`config.mk`:
```
export PLATFORM = sky130hd
export DESIGN_NAME = sha256_job_arbiter
export DESIGN_NICKNAME = d
export VERILOG_FILES = /design/src/rtl/sha256_job_arbiter.sv
export SDC_FILE = /design/constraint.sdc
export NUM_CORES = 1
export LEC_CHECK = 0
export BUFFER_PORTS_ARGS = -buffer_cell sky130_fd_sc_hd__buf_2
export CAP_MARGIN = 20
export CORE_AREA = 2 2 216 218
export DETAILED_ROUTE_END_ITERATION = 10
export DIE_AREA = 0 0 218 220
export SKIP_CTS_REPAIR_TIMING = 1
export SYNTH_ARGS = -nofsm -noshare
export SYNTH_HDL_FRONTEND = slang
export SYNTH_SLANG_ARGS = --single-unit
```
`constraint.sdc`:
```
create_clock -name clk -period 26.1 [get_ports clk]
set_input_delay 0 -clock clk [delete_from_list [all_inputs] [get_ports clk]]
set_output_delay 0 -clock clk [all_outputs]
set_load 0.01 [all_outputs]
```
`src/rtl/sha256_job_arbiter.sv`:
```
// Two-requester round-robin arbiter feeding byte jobs into a single SHA-256 core.
// Forwards the granted byte stream, waits for the digest, and reports done/err per requester.
module sha256_job_arbiter #(
  parameter int unsigned MAX_BYTES    = 255,
  parameter int unsigned DONE_TIMEOUT = 4096
) (
  input  logic         clk,
  input  logic         rst,
  input  logic [1:0]   req,
  output logic [1:0]   gnt,
  input  logic [7:0]   s_data0,
  input  logic [7:0]   s_data1,
  input  logic [1:0]   s_valid,
  input  logic [1:0]   s_last,
  output logic [1:0]   s_ready,
  output logic         h_start,
  output logic         h_valid,
  output logic         h_last,
  output logic [7:0]   h_data,
  input  logic         h_done,
  input  logic [255:0] h_hash,
  output logic [1:0]   done,
  output logic [1:0]   err,
  output logic [255:0] hash_out,
  output logic         busy
);

  localparam int unsigned CW = 16;
  localparam logic [CW-1:0] MAX_CNT  = CW'(MAX_BYTES);
  localparam logic [CW-1:0] TIMER_MX = CW'(DONE_TIMEOUT - 1);

  typedef enum logic [1:0] {IDLE, STREAM, WAIT_DONE, RESULT} state_e;

  state_e          state_q, state_d;
  logic [1:0]      gnt_q, gnt_d;
  logic [1:0]      s_ready_q, s_ready_d;
  logic            h_start_q, h_start_d;
  logic            h_valid_q, h_valid_d;
  logic            h_last_q, h_last_d;
  logic [7:0]      h_data_q, h_data_d;
  logic [1:0]      done_q, done_d;
  logic [1:0]      err_q, err_d;
  logic [255:0]    hash_q, hash_d;
  logic            busy_q, busy_d;
  logic [CW-1:0]   cnt_q, cnt_d;
  logic [CW-1:0]   timer_q, timer_d;
  logic            last_q, last_d;

  logic            win;
  logic            accept;
  logic            end_flag;
  logic [7:0]      sel_byte;

  // State register
  always_ff @(posedge clk or posedge rst) begin
    if (rst) begin
      state_q   <= IDLE;
      gnt_q     <= 2'b00;
      s_ready_q <= 2'b00;
      h_start_q <= 1'b0;
      h_valid_q <= 1'b0;
      h_last_q  <= 1'b0;
      h_data_q  <= 8'h00;
      done_q    <= 2'b00;
      err_q     <= 2'b00;
      hash_q    <= '0;
      busy_q    <= 1'b0;
      cnt_q     <= '0;
      timer_q   <= '0;
      last_q    <= 1'b1;
    end else begin
      state_q   <= state_d;
      gnt_q     <= gnt_d;
      s_ready_q <= s_ready_d;
      h_start_q <= h_start_d;
      h_valid_q <= h_valid_d;
      h_last_q  <= h_last_d;
      h_data_q  <= h_data_d;
      done_q    <= done_d;
      err_q     <= err_d;
      hash_q    <= hash_d;
      busy_q    <= busy_d;
      cnt_q     <= cnt_d;
      timer_q   <= timer_d;
      last_q    <= last_d;
    end
  end

  // Next-state and output logic
  always_comb begin
    state_d   = state_q;
    gnt_d     = gnt_q;
    h_start_d = 1'b0;
    h_valid_d = 1'b0;
    h_last_d  = 1'b0;
    h_data_d  = h_data_q;
    done_d    = 2'b00;
    err_d     = 2'b00;
    hash_d    = hash_q;
    cnt_d     = cnt_q;
    timer_d   = timer_q;
    last_d    = last_q;
    win       = 1'b0;

    // s_ready_q is only ever set for the granted requester while streaming
    accept   = |(s_valid & s_ready_q);
    sel_byte = gnt_q[1] ? s_data1 : s_data0;
    end_flag = (|(s_last & gnt_q)) || ((cnt_q + CW'(1)) == MAX_CNT);

    unique case (state_q)
      IDLE: begin
        if (|req) begin
          // On a tie the requester not served last wins
          win     = (req == 2'b11) ? ~last_q : req[1];
          gnt_d   = win ? 2'b10 : 2'b01;
          last_d  = win;
          cnt_d   = '0;
          state_d = STREAM;
        end
      end
      STREAM: begin
        if (accept) begin
          h_valid_d = 1'b1;
          h_data_d  = sel_byte;
          cnt_d     = cnt_q + CW'(1);
          if (end_flag) begin
            h_last_d  = 1'b1;
            h_start_d = 1'b1;
            timer_d   = '0;
            state_d   = WAIT_DONE;
          end
        end
      end
      WAIT_DONE: begin
        if (h_done) begin
          hash_d  = h_hash;
          done_d  = gnt_q;
          state_d = RESULT;
        end else if (timer_q == TIMER_MX) begin
          err_d   = gnt_q;
          gnt_d   = 2'b00;
          timer_d = '0;
          state_d = IDLE;
        end else begin
          timer_d = timer_q + CW'(1);
        end
      end
      RESULT: begin
        gnt_d   = 2'b00;
        state_d = IDLE;
      end
      default: state_d = IDLE;
    endcase

    s_ready_d = (state_d == STREAM) ? gnt_d : 2'b00;
    busy_d    = (state_d != IDLE);
  end

  assign gnt      = gnt_q;
  assign s_ready  = s_ready_q;
  assign h_start  = h_start_q;
  assign h_valid  = h_valid_q;
  assign h_last   = h_last_q;
  assign h_data   = h_data_q;
  assign done     = done_q;
  assign err      = err_q;
  assign hash_out = hash_q;
  assign busy     = busy_q;

endmodule
```
==> impl_metrics.py <==
metrics = {
    "placed_design": {
        "gp_congestion": 0.811,
        "io_buffers": 556,
        "place_area_um2": 15800,
        "hpwl_um": 27100,
    },
    "power": {
        "pwr-share-seq_pct": 41.8,
        "p_sw_w": 0.000609,
        "power.density_nw_per_um2": 89.9,
        "switching_share_pct": 34.4,
        "ir_drop_mv": 0.0648,
        "total_leakage_power_nw": 11.2,
        "power_w": 0.00177,
        "comb_power_share_pct": 30.4,
        "clock_power_share_pct": 27.9,
        "p_int_w": 0.00116,
    },
    "die": {
        "rows": 79,
        "fp.dieW_um": 218,
        "initial_core_util_pct": 27.2,
        "fp.coreArea_um2": 45900,
        "io_pins": 557,
        "die_h_um": 220,
        "die_area_um2": 48000,
    },
    "clock_network": {
        "insertion_delay_ns": 0.54,
        "clk_path_buf_depth": 3,
        "clkTransAtPathRegs_ns": 0.06,
        "cts_buffers": 36,
        "cts_max_level": 2,
        "root_buffer": "clkbuf_16",
        "cts_tree": "built",
        "cts_sinks": 310,
    },
    "critical_path": {
        "reg2reg_from": "state_q[1]",
        "critical_path_required_ns": 26.57,
        "critPathCaptureType": "flop",
        "startpoint": "state_q[1]",
        "worstRegToRegCells": 5,
        "arrival_ns": 3.68,
        "crit_end": "hash_out[127]",
        "path_max_fanout": 93,
        "r2r_setup_slack_ns": 22.90,
        "r2r_end": "hash_out[127]",
        "crit_type": "reg -> reg",
        "crit_path_start_kind": "flop",
    },
    "grt": {
        "gr-total-overflow": 0,
        "grt_pass1_vias": 10800,
        "antenna_found_initial": 1,
        "grt.total_usage_pct": 15.1,
        "grt_max_degree": 124,
        "grt_pass1_wl_um": 57700,
    },
    "routing": {
        "dr.first_iter.drc_count": 819,
        "via_count": 12500,
        "drtPass1Iterations": 5,
        "wire_per_inst_um": 14.9,
        "routed_wirelength_um": 42400,
        "ant_nets": 0,
        "drcViolationCount": 0,
        "via_per_inst": 4.41,
    },
    "synth": {
        "synth_top_flop_cell": "dfrtp_1",
        "synth_fp_nets": 1682,
        "synth.avg_cell_area_um2": 8.91,
        "synthArstFlopShare_pct": 100,
        "ys_types": 51,
        "synth_edf_count": 0,
        "ys_warn_count": 0,
        "ys_seq_area_share_pct": 62.3,
        "synth_cells": 1398,
        "synth-seq-cells": 310,
        "netlist_area_um2": 12500,
    },
    "job": {
        "cap_violations": 0,
    },
    "finish": {
        "nets": 2490,
        "drive_gt1_share_pct": 28.2,
        "n_antenna_cell": 0,
        "syn_to_final_growth_pct": 58.3,
        "fin_area_um2": 19700,
        "nFillCells": 4304,
    },
    "status": {
        "status": "finished, final reports clean",
    },
    "sta": {
        "whs_ns": 0.0424,
        "fin_crit_ns": 3.20,
        "period_share_pct": 12.3,
        "fmax_mhz": 312,
        "worstMarginPinSlew_ns": 1.05,
        "report.final.slew_viol_count": 0,
        "hold_viol_final": 0,
        "maxSlewHeadroom_pct": 29.7,
        "finalSetupViolCount": 0,
        "rsz0062_at_grt": "no",
        "fin_skew_ns": 0.0211,
        "setup_tns_ns": 0,
    },
    "min_path": {
        "hp-class": "in -> reg",
    },
}
-- registers in the layout, summed over array words and instances, names as in the netlist, 2 cells and up --
register,count
gnt,2
hash_out,256
state_q,2
err,2
s_ready,2
cnt_q,16
timer_q,16
done,2
h_data,8
-- kinds of logic (layout without fill, tap and decap cells) --
kind of cell               Yosys count  in the layout  synth area share, %
and+or+nand+nor                    892            892                 28.3
xor gates and xnor gates             5              5                0.352
muxes                               13             13                 1.04
adders and majority gates            3              3                0.301
buffers and inverters               79            910                 2.56
DFF                                310            310                 62.3
AOI/OAI and AO/OA                   96             96                 5.13
-- critical path, cell delays in order, from the launching register on --
cell and delay [ns]:
dfrtp_1 0.45, nor2b_1 0.54, and2_4 0.84, buf_4 0.84
nand2_1 0.16, nand2_1 0.10
-- cell type report --
| class | instances | area, um^2 | area share (%) |
|---|---|---|---|
| clock inverters | 11 | 135 | 0.685 |
| clock buffers | 50 | 1010 | 5.14 |
| well taps | 607 | 759 | 3.85 |
| inverters | 5 | 26.3 | 0.133 |
| repair buffers | 844 | 5640 | 28.6 |
| flip-flops and latches | 310 | 7760 | 39.3 |
| multi-input cells | 1009 | 4390 | 22.3 |
-- through the flow --
step	utilization [%]	setup slack (ns)	std cells
final	43.0	22.90	2836
after global routing	43.0	22.58	2836
after CTS	36.9	22.94	2556
after detailed placement	34.4	22.93	2495
after global placement	34.4	22.98	2495
after floorplan	-	17.53	1398
-- cells in the final DEF, fill, tap and decap left out, types with 7 or more instances in the layout --
cell type / instances
a21oi_1: 16
a31oi_1: 7
and3_1: 11
buf_2: 556
buf_4: 9
clkbuf_1: 8
clkbuf_16: 36
dfrtp_1: 309
dlygate4sd3_1: 279
mux2i_1: 13
nand2_1: 797
nand3_1: 12
nand4_1: 8
nor2_1: 30
nor3_1: 8
o21ai_0: 31
o2bb2ai_1: 10
o31ai_1: 10
-- cells in the mapped netlist, drive strengths merged (4+ instances only) --
cell type	n	area share [%]
and3	11	0.55
nand2b	5	0.25
nor3	8	0.32
a31oi	7	0.35
inv	4	0.12
o2bb2ai	10	0.70
o31ai	10	0.60
and2	4	0.20
buf	14	0.60
nor2	30	0.90
and4	4	0.28
clkbuf	60	1.8
mux2i	13	1.0
dfrtp	309	62
a21oi	16	0.64
o21ai	32	1.3
nand2	798	24
nand3	13	0.56
nand4	10	0.60
-- per-layer routing --
layer | global-route usage, % | part of all wire, % | vias to the layer above
met5 | 0 | 0 | -
li1 | - | - | 6032
met3 | 4.91 | 7.6 | 79
met2 | 24.7 | 49 | 515
met4 | 5.40 | 2.8 | 0
met1 | 18.6 | 40 | 5874
-- how the worst min path moves through the flow --
| stage | from | endpoint | cells past startpoint |
|---|---|---|---|
| 2_1_floorplan | req[0] | last_q | 1 |
| 3_3_place_gp | h_hash[114] | hash_out[114] | 3 |
| 3_5_place_dp | h_hash[157] | hash_out[157] | 3 |
| 4_1_cts | h_hash[182] | hash_out[182] | 3 |
| 5_1_grt | s_last[0] | state_q[0] | 3 |
| 6_report | s_last[0] | s_ready[1] | 5 |
-- power by group through the flow --
stage          Combinational [W]  Clock, W  Sequential, W
2_1_floorplan           0.000184         0       0.000805
3_3_place_gp            0.000489         0       0.000737
3_5_place_dp            0.000497         0       0.000739
4_1_cts                 0.000497  0.000512       0.000736
5_1_grt                 0.000596  0.000534       0.000760
6_report                0.000538  0.000494       0.000741
Power figures use the tool's default switching activity.
